`src/rtl/ctrl_pkg.sv`:
```
// Shared encodings for the multi-cycle MIPS-subset controller:
// opcodes, FSM states, ALUOp / ALUSrcB / PCSource codes and the control bundle.
package ctrl_pkg;

  localparam int OPC_W = 6;
  localparam int ST_W  = 4;

  localparam logic [OPC_W-1:0] OP_R    = 6'h00;
  localparam logic [OPC_W-1:0] OP_J    = 6'h02;
  localparam logic [OPC_W-1:0] OP_BEQ  = 6'h04;
  localparam logic [OPC_W-1:0] OP_BNE  = 6'h05;
  localparam logic [OPC_W-1:0] OP_ADDI = 6'h08;
  localparam logic [OPC_W-1:0] OP_SLTI = 6'h0A;
  localparam logic [OPC_W-1:0] OP_LW   = 6'h23;
  localparam logic [OPC_W-1:0] OP_SW   = 6'h2B;

  typedef enum logic [ST_W-1:0] {
    S_IDLE     = 4'd0,
    S_FETCH    = 4'd1,
    S_DECODE   = 4'd2,
    S_MEM_ADDR = 4'd3,
    S_MEM_RD   = 4'd4,
    S_MEM_WB   = 4'd5,
    S_MEM_WR   = 4'd6,
    S_R_EXEC   = 4'd7,
    S_R_WB     = 4'd8,
    S_I_EXEC   = 4'd9,
    S_I_WB     = 4'd10,
    S_BRANCH   = 4'd11,
    S_JUMP     = 4'd12
  } state_e;

  typedef enum logic [2:0] {
    ALU_ADD   = 3'b000,
    ALU_SUB   = 3'b001,
    ALU_RTYPE = 3'b010,
    ALU_SLT   = 3'b011
  } alu_op_e;

  localparam logic [1:0] SRCB_RT     = 2'd0;
  localparam logic [1:0] SRCB_FOUR   = 2'd1;
  localparam logic [1:0] SRCB_IMM    = 2'd2;
  localparam logic [1:0] SRCB_IMM_SH = 2'd3;

  localparam logic [1:0] PCSRC_ALU    = 2'd0;
  localparam logic [1:0] PCSRC_ALUOUT = 2'd1;
  localparam logic [1:0] PCSRC_JUMP   = 2'd2;

  typedef struct packed {
    logic       pc_write;
    logic       pc_write_cond;
    logic       branch_ne;
    logic       iord;
    logic       mem_read;
    logic       mem_write;
    logic       ir_write;
    logic       mem_to_reg;
    logic       reg_dst;
    logic       reg_write;
    logic       alu_src_a;
    logic [1:0] alu_src_b;
    logic [2:0] alu_op;
    logic [1:0] pc_source;
    logic       illegal;
    logic       retire;
  } ctrl_t;

  function automatic logic op_legal(input logic [OPC_W-1:0] op);
    return op == OP_R    || op == OP_J    ||
           op == OP_BEQ  || op == OP_BNE  ||
           op == OP_ADDI || op == OP_SLTI ||
           op == OP_LW   || op == OP_SW;
  endfunction

endpackage

```
`src/rtl/mc_out_decode.sv`:
```
// Combinational state + opcode -> control-vector decode.
// Ports: state_i, opcode_i, mem_ready_i in; ctrl_o (full control bundle) out.
module mc_out_decode
  import ctrl_pkg::*;
(
  input  state_e           state_i,
  input  logic [OPC_W-1:0] opcode_i,
  input  logic             mem_ready_i,
  output ctrl_t            ctrl_o
);

  always_comb begin
    ctrl_o = '0;
    case (state_i)
      S_FETCH: begin
        ctrl_o.mem_read  = 1'b1;
        ctrl_o.alu_src_b = SRCB_FOUR;
        ctrl_o.alu_op    = ALU_ADD;
        ctrl_o.pc_source = PCSRC_ALU;
        // PC+4 and IR only commit once the fetch word is actually there
        ctrl_o.ir_write  = mem_ready_i;
        ctrl_o.pc_write  = mem_ready_i;
      end
      S_DECODE: begin
        ctrl_o.alu_src_b = SRCB_IMM_SH;
        ctrl_o.alu_op    = ALU_ADD;
        ctrl_o.illegal   = !op_legal(opcode_i);
      end
      S_MEM_ADDR: begin
        ctrl_o.alu_src_a = 1'b1;
        ctrl_o.alu_src_b = SRCB_IMM;
        ctrl_o.alu_op    = ALU_ADD;
      end
      S_MEM_RD: begin
        ctrl_o.mem_read = 1'b1;
        ctrl_o.iord     = 1'b1;
      end
      S_MEM_WB: begin
        ctrl_o.reg_write  = 1'b1;
        ctrl_o.mem_to_reg = 1'b1;
        ctrl_o.retire     = 1'b1;
      end
      S_MEM_WR: begin
        ctrl_o.mem_write = 1'b1;
        ctrl_o.iord      = 1'b1;
        ctrl_o.retire    = mem_ready_i;
      end
      S_R_EXEC: begin
        ctrl_o.alu_src_a = 1'b1;
        ctrl_o.alu_src_b = SRCB_RT;
        ctrl_o.alu_op    = ALU_RTYPE;
      end
      S_R_WB: begin
        ctrl_o.reg_write = 1'b1;
        ctrl_o.reg_dst   = 1'b1;
        ctrl_o.retire    = 1'b1;
      end
      S_I_EXEC: begin
        ctrl_o.alu_src_a = 1'b1;
        ctrl_o.alu_src_b = SRCB_IMM;
        ctrl_o.alu_op    = (opcode_i == OP_SLTI) ? ALU_SLT : ALU_ADD;
      end
      S_I_WB: begin
        ctrl_o.reg_write = 1'b1;
        ctrl_o.retire    = 1'b1;
      end
      S_BRANCH: begin
        ctrl_o.alu_src_a     = 1'b1;
        ctrl_o.alu_src_b     = SRCB_RT;
        ctrl_o.alu_op        = ALU_SUB;
        ctrl_o.pc_write_cond = 1'b1;
        ctrl_o.pc_source     = PCSRC_ALUOUT;
        ctrl_o.branch_ne     = (opcode_i == OP_BNE);
        ctrl_o.retire        = 1'b1;
      end
      S_JUMP: begin
        ctrl_o.pc_write  = 1'b1;
        ctrl_o.pc_source = PCSRC_JUMP;
        ctrl_o.retire    = 1'b1;
      end
      default: ctrl_o = '0;
    endcase
  end

endmodule

```
`src/rtl/multicycle_ctrl.sv`:
```
// Multi-cycle MIPS-subset control FSM: sequences fetch/decode/exec/mem/wb.
// Ports: clk_i, rst_i (async active-low), opcode_i, mem_ready_i in; datapath controls, state_o, illegal_o, retire_o out.
module multicycle_ctrl
  import ctrl_pkg::*;
#(
  parameter int OPC_W = 6,
  parameter int ST_W  = 4
) (
  input  logic             clk_i,
  input  logic             rst_i,
  input  logic [OPC_W-1:0] opcode_i,
  input  logic             mem_ready_i,
  output logic             pc_write_o,
  output logic             pc_write_cond_o,
  output logic             branch_ne_o,
  output logic             iord_o,
  output logic             mem_read_o,
  output logic             mem_write_o,
  output logic             ir_write_o,
  output logic             mem_to_reg_o,
  output logic             reg_dst_o,
  output logic             reg_write_o,
  output logic             alu_src_a_o,
  output logic [1:0]       alu_src_b_o,
  output logic [2:0]       alu_op_o,
  output logic [1:0]       pc_source_o,
  output logic [ST_W-1:0]  state_o,
  output logic             illegal_o,
  output logic             retire_o
);

  state_e state_q, state_d;
  ctrl_t  ctrl;
  logic [5:0] op;

  assign op = 6'(opcode_i);

  always_ff @(posedge clk_i or negedge rst_i) begin
    if (!rst_i) state_q <= S_IDLE;
    else        state_q <= state_d;
  end

  always_comb begin
    state_d = S_FETCH;
    case (state_q)
      S_IDLE:   state_d = S_FETCH;
      S_FETCH:  state_d = mem_ready_i ? S_DECODE : S_FETCH;
      S_DECODE: begin
        case (op)
          OP_LW, OP_SW:     state_d = S_MEM_ADDR;
          OP_R:             state_d = S_R_EXEC;
          OP_ADDI, OP_SLTI: state_d = S_I_EXEC;
          OP_BEQ, OP_BNE:   state_d = S_BRANCH;
          OP_J:             state_d = S_JUMP;
          default:          state_d = S_FETCH;
        endcase
      end
      S_MEM_ADDR: state_d = (op == OP_SW) ? S_MEM_WR : S_MEM_RD;
      S_MEM_RD:   state_d = mem_ready_i ? S_MEM_WB : S_MEM_RD;
      S_MEM_WR:   state_d = mem_ready_i ? S_FETCH : S_MEM_WR;
      S_R_EXEC:   state_d = S_R_WB;
      S_I_EXEC:   state_d = S_I_WB;
      default:    state_d = S_FETCH;
    endcase
  end

  // Outputs decode straight from state_q, so an async reset clears
  // any in-flight strobe without waiting for a clock edge.
  mc_out_decode u_dec (
    .state_i     (state_q),
    .opcode_i    (op),
    .mem_ready_i (mem_ready_i),
    .ctrl_o      (ctrl)
  );

  assign pc_write_o      = ctrl.pc_write;
  assign pc_write_cond_o = ctrl.pc_write_cond;
  assign branch_ne_o     = ctrl.branch_ne;
  assign iord_o          = ctrl.iord;
  assign mem_read_o      = ctrl.mem_read;
  assign mem_write_o     = ctrl.mem_write;
  assign ir_write_o      = ctrl.ir_write;
  assign mem_to_reg_o    = ctrl.mem_to_reg;
  assign reg_dst_o       = ctrl.reg_dst;
  assign reg_write_o     = ctrl.reg_write;
  assign alu_src_a_o     = ctrl.alu_src_a;
  assign alu_src_b_o     = ctrl.alu_src_b;
  assign alu_op_o        = ctrl.alu_op;
  assign pc_source_o     = ctrl.pc_source;
  assign illegal_o       = ctrl.illegal;
  assign retire_o        = ctrl.retire;
  assign state_o         = ST_W'(state_q);

endmodule

```
`config.mk`:
```
export PLATFORM = sky130hd
export DESIGN_NAME = multicycle_ctrl
export DESIGN_NICKNAME = d
export VERILOG_FILES = /design/src/rtl/ctrl_pkg.sv /design/src/rtl/mc_out_decode.sv /design/src/rtl/multicycle_ctrl.sv
export SDC_FILE = /design/constraint.sdc
export NUM_CORES = 1
export LEC_CHECK = 0
export BUFFER_PORTS_ARGS = -buffer_cell sky130_fd_sc_hd__buf_2
export CORE_MARGIN = 4
export CORE_UTILIZATION = 35
export CTS_CLUSTER_DIAMETER = 120
export DETAILED_ROUTE_END_ITERATION = 10
export PLACE_DENSITY = 0.66
export SLEW_MARGIN = 20
export SYNTH_ARGS = -nofsm -noshare
export SYNTH_HDL_FRONTEND = slang
export SYNTH_SLANG_ARGS = --single-unit
```
`constraint.sdc`:
```
create_clock -name clk_i -period 1.65 [get_ports clk_i]
set_clock_uncertainty 0.1 [all_clocks]
set_input_delay 0.495 -clock clk_i [delete_from_list [all_inputs] [get_ports clk_i]]
set_output_delay 0.495 -clock clk_i [all_outputs]
set_load 0.01 [all_outputs]
```
==> results.sh <==
export IMPL_synthMuxAreaShare_pct=1.65
export IMPL_core_area_mm2=0.00158
export IMPL_area_growth_syn_to_layout_pct=148
export IMPL_clk_pin_slew_worst_paths_ns=0.06
export IMPL_crit_path_top_delay_cell="dfrtp_2"
export IMPL_synth_top_family_by_area="simple AND/OR/NAND/NOR gates"
export IMPL_setup_ws_ns=-0.498
export IMPL_synth_simple_area_share_pct=44.0
export IMPL_cts_made_buffers=3
export IMPL_ys_seq_area_share_pct=16.5
export IMPL_place_hpwl_um=1590
export IMPL_die_area_mm2=0.00246
export IMPL_crit_fanout=8
export IMPL_ant_nets=0
export IMPL_p_sw_share_pct=45.0
export IMPL_die_h_um=49.6
export IMPL_avgSynthCellArea_um2=7.04
export IMPL_synthCells=86
export IMPL_grt_total_usage_pct=21.8
export IMPL_syn_cell_area_um2=606
export IMPL_start_kind="register"
export IMPL_tritoncts_num_sinks=4
export IMPL_dr_pass1_iters=4
export IMPL_wl_per_cell_um=21.7
export IMPL_antenna_found_initial=0
export IMPL_slew_viol_final=0
export IMPL_yosysUniqueCellTypes=40
export IMPL_violations="setup timing"
export IMPL_largest_reg_flops=4
export IMPL_wirelength_um=3900
export IMPL_outcome="finished, violations left"
export IMPL_pre_cts_slack_ns=-0.306
export IMPL_via_per_inst=6.17
export IMPL_pwr_share_clk_pct=6.4
export IMPL_antenna_cells=0
export IMPL_hold_viol_final=0
export IMPL_rows=14
export IMPL_synth_xor_area_share_pct=1.45
export IMPL_min_period_ns=2.15
export IMPL_grt_pass1_vias=990
export IMPL_insertion_delay_ns=0.26
export IMPL_worst_path_dominant_cell_family="flip-flops"
export IMPL_internal_power_uw=1350
export IMPL_cap_violations=0
export IMPL_grt_pass1_wl_um=4300
export IMPL_routabilityCongestion=0.834
export IMPL_yosysWarnings=0
export IMPL_hold_path_class="in -> reg"
export IMPL_comb_power_share_pct=85.7
export IMPL_finalNetCount=174
export IMPL_gr_total_overflow=0
export IMPL_worstPathCellList="buf_4, nor3b_2, a41oi_1, nor2b_1, buf_2"
export IMPL_total_power_uw=2460
export IMPL_final_common_cell="buf_4"
export IMPL_slowest_delay_ns=0.40
export IMPL_finalCritPeriodShare_pct=130
export IMPL_end_kind="output port"
export IMPL_synth_fa_ha_area_share_pct=0
export IMPL_io_buffer_count=31
export IMPL_max_clock_freq_mhz=465
export IMPL_ios=33
export IMPL_worstPathArrival_ns=1.55
export IMPL_drive_gt1_share_pct=75.0
export IMPL_die_w_um=49.6
export IMPL_switchingPower_uw=1110
export IMPL_vias=1110
export IMPL_grt_max_degree=13
export IMPL_powerDensity_mw_per_mm2=1640
export IMPL_synth_seq_cells=4
export IMPL_max_vdd_ir_drop_mv=1.26
export IMPL_clockBufferDepth=2
export IMPL_h_tree_depth=1
export IMPL_rsz0062_at_grt="true"
export IMPL_p_leak_uw=0.000747
export IMPL_remaining_drc_errors=0
export IMPL_seq_power_share_pct=7.9
export IMPL_layout_common_cells="buf_4, buf_2, buf_6"
export IMPL_fin_tns_setup_ns=-7.12
export IMPL_crit_type="reg -> out"
export IMPL_cts_tree="yes"
export IMPL_syn_num_nets=95
export IMPL_setup_violations=22
export IMPL_start_util_pct=38.4
export IMPL_synth_compound_area_share_pct=26.0
export IMPL_cp_required_ns=1.05
export IMPL_cts_root_buf="clkbuf_4"
export IMPL_drtIter0Drc=40
export IMPL_critPathBufInv=2
stage by stage:
stage	hold WS, ns	std cells	area [um^2]	util (%)
global route	0.462	180	1500	95.1
floorplan	0.0994	86	693	-
global placement	0.198	152	1020	64.5
CTS	0.462	169	1270	80.8
finish	0.455	180	1500	95.1
detailed placement	0.200	152	1020	64.5
cell type report:
cell class | count | area, um^2
clock buffer | 4 | 26.3
multi-input combinational | 70 | 662
fill | 40 | 77.6
timing repair buffer | 82 | 672
inverter | 4 | 15.0
tap | 16 | 20.0
sequential | 4 | 104
final timing paths:
kind | start | to | slack [ns] | cells past startpoint
worst max-delay path | state_o[3] | alu_op_o[1] | -0.50 | 5
worst min-delay path | opcode_i[4] | state_o[3] | 0.45 | 3
worst max register to register | state_o[3] | state_o[1] | -0.06 | 4
worst min register to register | state_o[3] | state_o[2] | 0.60 | 2
max in group asynchronous | rst_i | state_o[1] | 0.82 | 2
min in group asynchronous | rst_i | state_o[2] | 0.49 | 2
kinds of logic (layout without fill, tap and decap cells):
family / Yosys count / in the layout
AOI/OAI and AO/OA: 21 / 21
xor gates and xnor gates: 1 / 1
buffers and inverters: 12 / 90
DFF: 4 / 4
muxes: 1 / 1
other: 1 / 1
and+or+nand+nor: 46 / 46
metal layers:
metal / vias up / global-route usage, % / part of all wire [%]
met5: - / 0 / 0
met4: 0 / 6.91 / 5.4
met3: 25 / 2.11 / 8.3
met2: 86 / 45.2 / 50
met1: 532 / 22.0 / 36
li1: 467 / - / -
worst register-to-register path, stage by stage (launching register included):
cell,delay [ns]
dfrtp_2,0.43
or2_4,0.26
buf_4,0.16
or4_1,0.52
o311ai_1,0.11
cells in the mapped netlist:
master | n | area [um^2]
conb_1 | 1 | 3.75
a211oi_1 | 1 | 7.51
o21ai_0 | 3 | 15.0
nor3_1 | 5 | 25.0
o311ai_1 | 1 | 8.76
nand4b_1 | 1 | 8.76
o21ba_2 | 1 | 10.0
a41o_1 | 1 | 10.0
nand2_1 | 5 | 18.8
o221ai_1 | 1 | 8.76
nand3_1 | 4 | 20.0
buf_4 | 2 | 15.0
clkbuf_1 | 1 | 3.75
nor2_1 | 6 | 22.5
a31oi_1 | 2 | 12.5
a21boi_0 | 1 | 7.51
mux2i_1 | 1 | 10.0
buf_2 | 4 | 20.0
or4_1 | 1 | 7.51
nand2b_1 | 5 | 31.3
or2b_1 | 1 | 7.51
or2_2 | 1 | 6.26
nor3b_1 | 1 | 7.51
nand3b_1 | 1 | 7.51
clkbuf_2 | 1 | 5.00
xnor2_1 | 1 | 8.76
nor2b_1 | 8 | 50.1
dfrtp_1 | 4 | 100
a21o_1 | 2 | 15.0
nor4b_1 | 2 | 17.5
or2_1 | 2 | 12.5
a41oi_1 | 1 | 8.76
o211a_1 | 1 | 10.0
nor4_1 | 1 | 6.26
inv_1 | 4 | 15.0
a21oi_1 | 4 | 20.0
or3b_2 | 1 | 8.76
a22oi_1 | 1 | 7.51
o41ai_2 | 1 | 16.3
and3b_1 | 1 | 8.76
power by group through the flow:
| stage | clock [uW] | combinational (uW) | sequential [uW] |
|---|---|---|---|
| 6_report | 156 | 2110 | 195 |
| 4_1_cts | 145 | 1430 | 215 |
| 3_3_place_gp | 0 | 1120 | 205 |
| 5_1_grt | 163 | 2210 | 198 |
| 3_5_place_dp | 0 | 1130 | 204 |
| 2_1_floorplan | 0 | 676 | 194 |
what timing repair did:
item | CTS | global route
setup buffers | 11 | 11
hold buffers | 1 | 0
gates resized for setup | 33 | 31
gates cloned | 1 | 0
endpoints found under the setup margin | 20 | 23
pin swaps | 9 | 11
endpoints found under the hold margin | 4 | 0
No activity file was read; power rests on OpenSTA's default activity.
